$ cat config.mk
export PLATFORM = sky130hd
export DESIGN_NAME = seq_compare_unit
export DESIGN_NICKNAME = d
export VERILOG_FILES = /design/src/rtl/cmp_pkg.sv /design/src/rtl/slice_cmp.sv /design/src/rtl/seq_compare_unit.sv
export SDC_FILE = /design/constraint.sdc
export NUM_CORES = 1
export LEC_CHECK = 0
export CORE_UTILIZATION = 46
export CTS_BUF_LIST = sky130_fd_sc_hd__clkbuf_16
export DETAILED_ROUTE_END_ITERATION = 10
export PLACE_DENSITY = 0.86
export SLEW_MARGIN = 20
export SYNTH_ARGS = -nofsm -noshare
export SYNTH_HDL_FRONTEND = slang
export SYNTH_SLANG_ARGS = --single-unit
$ cat constraint.sdc
create_clock -name clk -period 2.7 [get_ports clk]
set_input_delay 0.81 -clock clk [delete_from_list [all_inputs] [get_ports clk]]
set_output_delay 0.81 -clock clk [all_outputs]
set_load 0.005 [all_outputs]
$ cat src/rtl/cmp_pkg.sv
// Shared definitions for the multi-cycle comparator: operation encodings,
// controller states and a constant-evaluable log2 helper for port widths.
package cmp_pkg;

    // Operation select encodings presented on the op port
    localparam logic [1:0] CMP_EQ  = 2'b00;
    localparam logic [1:0] CMP_NE  = 2'b01;
    localparam logic [1:0] CMP_LTS = 2'b10;
    localparam logic [1:0] CMP_LTU = 2'b11;

    // Controller states
    typedef enum logic [1:0] {
        ST_IDLE = 2'b00,
        ST_RUN  = 2'b01,
        ST_DONE = 2'b10
    } state_t;

    // Ceiling log2; clog2(1) = 0, clog2(5) = 3. Usable in parameter context.
    function automatic int clog2(input int value);
        int r;
        r = 0;
        while ((1 << r) < value) begin
            r = r + 1;
        end
        return r;
    endfunction

endpackage : cmp_pkg

$ cat src/rtl/slice_cmp.sv
// Combinational compare of one SLICE-bit chunk. When signed_top is set the
// chunk holds the sign bit, so both MSBs are flipped to turn a two's-complement
// ordering into an unsigned one before the magnitude compare.
module slice_cmp #(
    parameter int SLICE = 8
) (
    input  logic [SLICE-1:0] x,
    input  logic [SLICE-1:0] y,
    input  logic             signed_top,
    output logic             eq,
    output logic             lt
);

    localparam logic [SLICE-1:0] MSB_MASK = SLICE'(1) << (SLICE - 1);

    logic [SLICE-1:0] xs;
    logic [SLICE-1:0] ys;

    // Bias the sign bit for the signed top slice, then compare as unsigned
    always_comb begin
        // NOTE: every always_comb output gets a default first so no path can infer a latch.
        xs = x;
        ys = y;
        if (signed_top) begin
            xs = x ^ MSB_MASK;
            ys = y ^ MSB_MASK;
        end
        eq = (x == y);
        lt = (xs < ys);
    end

endmodule : slice_cmp

$ cat src/rtl/seq_compare_unit.sv
// Multi-cycle WIDTH-bit comparator for branch and set-on-less-than resolution.
// Operands are compared SLICE bits per cycle, most-significant slice first,
// with an optional early exit on the first differing slice. Requests and
// results travel over valid/ready handshakes; in_ready and out_valid are pure
// state decodes, so there is no combinational input-to-output path.
module seq_compare_unit
    import cmp_pkg::*;
#(
    parameter  int WIDTH      = 32,
    parameter  int SLICE      = 8,
    parameter  int EARLY_EXIT = 1,
    localparam int NSLICE     = WIDTH / SLICE,
    localparam int SU_W       = clog2(NSLICE + 1)
) (
    input  logic             clk,
    input  logic             rst_n,
    input  logic             in_valid,
    output logic             in_ready,
    input  logic [1:0]       op,
    input  logic [WIDTH-1:0] a,
    input  logic [WIDTH-1:0] b,
    output logic             out_valid,
    input  logic             out_ready,
    output logic             result,
    output logic [SU_W-1:0]  slices_used
);

    // A one-slice configuration still needs a one-bit index register.
    localparam int IDX_W = (NSLICE > 1) ? clog2(NSLICE) : 1;
    localparam logic [IDX_W-1:0] TOP_IDX = IDX_W'(NSLICE - 1);

    state_t           state;
    logic [WIDTH-1:0] a_q;
    logic [WIDTH-1:0] b_q;
    logic [1:0]       op_q;
    logic [IDX_W-1:0] idx;
    logic             decided;
    logic             lt;

    logic [SLICE-1:0] x_slice;
    logic [SLICE-1:0] y_slice;
    logic             signed_top;
    logic             s_eq;
    logic             s_lt;

    logic             decided_nxt;
    logic             lt_nxt;
    logic             last;
    logic             res_nxt;

    // Select the slice addressed by idx from the captured operands
    always_comb begin
        x_slice = '0;
        y_slice = '0;
        for (int i = 0; i < NSLICE; i++) begin
            if (idx == IDX_W'(i)) begin
                x_slice = a_q[i*SLICE +: SLICE];
                y_slice = b_q[i*SLICE +: SLICE];
            end
        end
        signed_top = (op_q == CMP_LTS) && (idx == TOP_IDX);
    end

    slice_cmp #(
        .SLICE(SLICE)
    ) u_slice_cmp (
        .x         (x_slice),
        .y         (y_slice),
        .signed_top(signed_top),
        .eq        (s_eq),
        .lt        (s_lt)
    );

    // Fold the current slice into the running verdict and decide whether to stop
    always_comb begin
        decided_nxt = decided | ~s_eq;
        // Once a slice has differed, lower slices cannot change the ordering.
        lt_nxt      = decided ? lt : s_lt;
        last        = (idx == '0) || ((EARLY_EXIT != 0) && !s_eq);
        unique case (op_q)
            CMP_EQ:  res_nxt = ~decided_nxt;
            CMP_NE:  res_nxt = decided_nxt;
            default: res_nxt = decided_nxt & lt_nxt;
        endcase
    end

    // Controller: accept, walk slices from the top, hold the result until taken
    always_ff @(posedge clk or negedge rst_n) begin
        // NOTE: state registers use non-blocking assignments so every flop samples pre-edge values.
        if (!rst_n) begin
            state       <= ST_IDLE;
            // NOTE: operand registers are reset too; they are few and this keeps idle outputs deterministic.
            a_q         <= '0;
            b_q         <= '0;
            op_q        <= CMP_EQ;
            idx         <= '0;
            decided     <= 1'b0;
            lt          <= 1'b0;
            result      <= 1'b0;
            slices_used <= '0;
        end else begin
            unique case (state)
                ST_IDLE: begin
                    if (in_valid) begin
                        a_q     <= a;
                        b_q     <= b;
                        op_q    <= op;
                        idx     <= TOP_IDX;
                        decided <= 1'b0;
                        lt      <= 1'b0;
                        state   <= ST_RUN;
                    end
                end
                ST_RUN: begin
                    decided <= decided_nxt;
                    lt      <= lt_nxt;
                    if (last) begin
                        result      <= res_nxt;
                        slices_used <= SU_W'(NSLICE - int'(idx));
                        state       <= ST_DONE;
                    end else begin
                        idx <= idx - IDX_W'(1);
                    end
                end
                ST_DONE: begin
                    if (out_ready) begin
                        state <= ST_IDLE;
                    end
                end
                default: state <= ST_IDLE;
            endcase
        end
    end

    assign in_ready  = (state == ST_IDLE);
    assign out_valid = (state == ST_DONE);

endmodule : seq_compare_unit

==> metrics.txt <==
status=finished, violations left; failing checks=setup timing; Crit path required time=2.95 ns; Pint=3350 uW; fmax=0.353 GHz; Post-Layout Cell Count=526; headroom to the max-slew limit=0.546; Root Buffer=clkbuf_16; Worst Clk Skew=0.00297 ns; ys async rst share=1.00; layout cells sized above 1=0.300; Setup-failing EPs final=4; worst path cell trace=inv_2 -> ha_4 -> buf_12 -> nor2_1 -> a21oi_1 -> nor2_1 -> a21oi_1 -> nor2_1 -> a21oi_1 -> ha_1 -> nor2b_4 -> o211ai_1 -> a21oi_1 -> o21ai_1 -> a32o_2 -> nand3_1 -> a31oi_1; Yosys cell types=37; Longest Clk Path Bufs=2; H-tree Lvls=3; max-slew violation count=0; sequential group share of total power=0.418; initial antenna violation count=0; Worst-path clk slew=0.06 ns; FP Rows=32; Cells after Synth=332; fillers=564; Mapped Area=3740 sq um; Peak VDD IR=0.770 mV; Worst Slack Setup Final=-0.137 ns; Worst path slowest cell=dfrtp_1; Nets=501; critical path class=reg2reg; Worst Tran Pin Value=0.679 ns; DR pass1 iterations=5; most used cell, CP=a21oi_1; largest net degree at the start of global routing=57; drt via density=5.50; first-pass GRT wire length=13500 microns; fraction of the cycle the final worst path needs=1.05; routed wire length=9130 microns; Cells after DPL=501; Clock power frac=0.211; maximum fanout along the worst path=8; Mapped Nets=413; Ant. Diodes=0; Ports=76; number of synthesized flops with an enable pin=0; # Max-Cap Violations=0; share of the synthesized area in the top cell type=0.509; Die Y=92.2 microns; top_reg_cell synth=dfrtp_1; Avg Cell Area, Syn=11.3 sq um; area leader, netlist=dfrtp_1; TritonCTS buffer count=9; Final Hold Vio Count=0; Starting DRT DRC Count=119; via count=2892; Syn-to-layout area delta=37.8%; share of the yosys chip area belonging to registers=0.509; Pleak=0.00215 uW; clk sink count=76; Area contributors post-synth=dfrtp_1, mux2_2, a21oi_1; Sw Pwr=1510 uW; Initial Util=0.479; post-route minimum period=2.84 ns; worst min path class=in2async; DR WL/cell=17.4 microns; TNS Setup=-0.472 ns; core area=7810 sq um; synthesis-stage register bit count=76; synth warn=0; register area=1900 sq um; RSZ-0062 raised after global routing=yes; CTS tree=yes; GRT Total Usage=0.210; Comb pwr share=0.372; Crit. End Element=register; Final Wtd Congestion=0.835; hold_ws=0.415 ns; Worst path max stage delay=0.40 ns; Post-route DRC=0; worst-skew pair later-pin latency=0.33 ns; Critical Path AT=3.09 ns; vias in the first global route=2838; GRT Residual Overflow=0; Routed Antenna Nets=0; Power Density=942 nW/um^2; DP Wirelength=5930 microns; CP Launch Type=register; Die ar.=8490 sq um; switch share=0.310; multi-input logic area=1800 sq um; Port Buffer Count=75; Die W=92.2 microns
## cells in the final DEF, fill, tap and decap left out, drive strengths merged, types with 6 or more instances in the layout
cell | synthesis | routed
nor2 | 41 | 41
nand2 | 26 | 26
ha | 11 | 11
buf | 12 | 21
clkdlybuf4s50 | 0 | 74
clkbuf | 9 | 12
mux2 | 69 | 69
o21ai | 9 | 9
dfrtp | 76 | 76
nor2b | 6 | 6
a21oi | 42 | 42
## final cells by class
cell class / count / area share
Clock buffer: 9 / 0.0437
Clock inverter: 6 / 0.00461
Inverter: 4 / 0.00291
Multi-Input combinational cell: 231 / 0.349
Sequential cell: 76 / 0.369
Tap cell: 102 / 0.0248
Timing Repair Buffer: 98 / 0.206
## cell usage after synthesis (2+ instances only)
cell / n
dfrtp_1: 76
mux2_2: 66
a21oi_1: 41
nor2_1: 40
nand2_1: 25
ha_1: 11
clkbuf_1: 9
o21ai_0: 9
buf_2: 8
nor2b_1: 6
inv_1: 4
nand3b_1: 4
mux2_4: 3
nand3_1: 3
a211oi_2: 2
buf_1: 2
buf_6: 2
nor3b_1: 2
## cells by family after synthesis
logic type,share of synthesized area
adder cells (fa/ha/maj),0.0368
AO/OA/AOI/OAI,0.100
buffers and inverters,0.0318
multiplexers,0.211
flip-flops,0.509
AND/OR/NAND/NOR,0.105
XOR/XNOR,0.00669
## layer usage
layer  wire length, microns  track usage  share of wire  vias to the layer above
met3                    539       0.0489          0.059                       25
met4                    263       0.0716          0.029                        0
li1                       -            -              -                     1334
met2                   4530        0.349           0.50                      126
met5                      0            0              0                        -
met1                   3790        0.270           0.42                     1407
## power groups by stage
stage | Combinational (uW) | Clock, uW | Sequential, uW
6_report | 1800 | 1020 | 2030
5_1_grt | 1950 | 1080 | 2100
4_1_cts | 1690 | 1030 | 2020
3_5_place_dp | 1660 | 0 | 2040
3_3_place_gp | 1590 | 0 | 2010
2_1_floorplan | 1250 | 0 | 1910
## what timing repair did
action,CTS,global route
buffers inserted,1,7
gates resized for setup,5,24
cloned,0,3
hold buffers,0,0
setup endpoints to repair,4,8
pin swaps,2,8
## critical path: cells and delay by family (launching register included)
kind | cells | cell delay, ns
AOI/OAI and AO/OA | 8 | 1.25
adders and majority gates | 2 | 0.45
buffers and inverters | 2 | 0.24
DFF | 1 | 0.40
and+or+nand+nor | 5 | 0.42
## state kept, by name, summed over array words and instances (netlist names)
register,flops
a_q,32
idx,2
result,1
decided,1
b_q,32
slices_used,3
state,2
op_q,2
lt,1
## final timing paths
check	from	endpoint	slack, ns	depth (start not counted)
max reg2reg	idx[1]	result	-0.14	17
min in group clk	a_q[25]	a_q[25]	0.51	1
max	idx[1]	result	-0.14	17
max in group asynchronous	rst_n	idx[0]	1.69	2
min	rst_n	a_q[10]	0.42	1
min reg2reg	a_q[25]	a_q[25]	0.51	1
## through the flow
step,setup WS (ns),total power [uW],area (sq um),util
floorplan,0.0194,3160,3750,-
global placement,0.00219,3610,4690,0.600
detailed placement,-0.0767,3700,4690,0.600
CTS,0.00768,4750,4950,0.634
global route,-0.264,5130,5150,0.660
finish,-0.137,4850,5150,0.660
(Power assumes the default switching activity.)
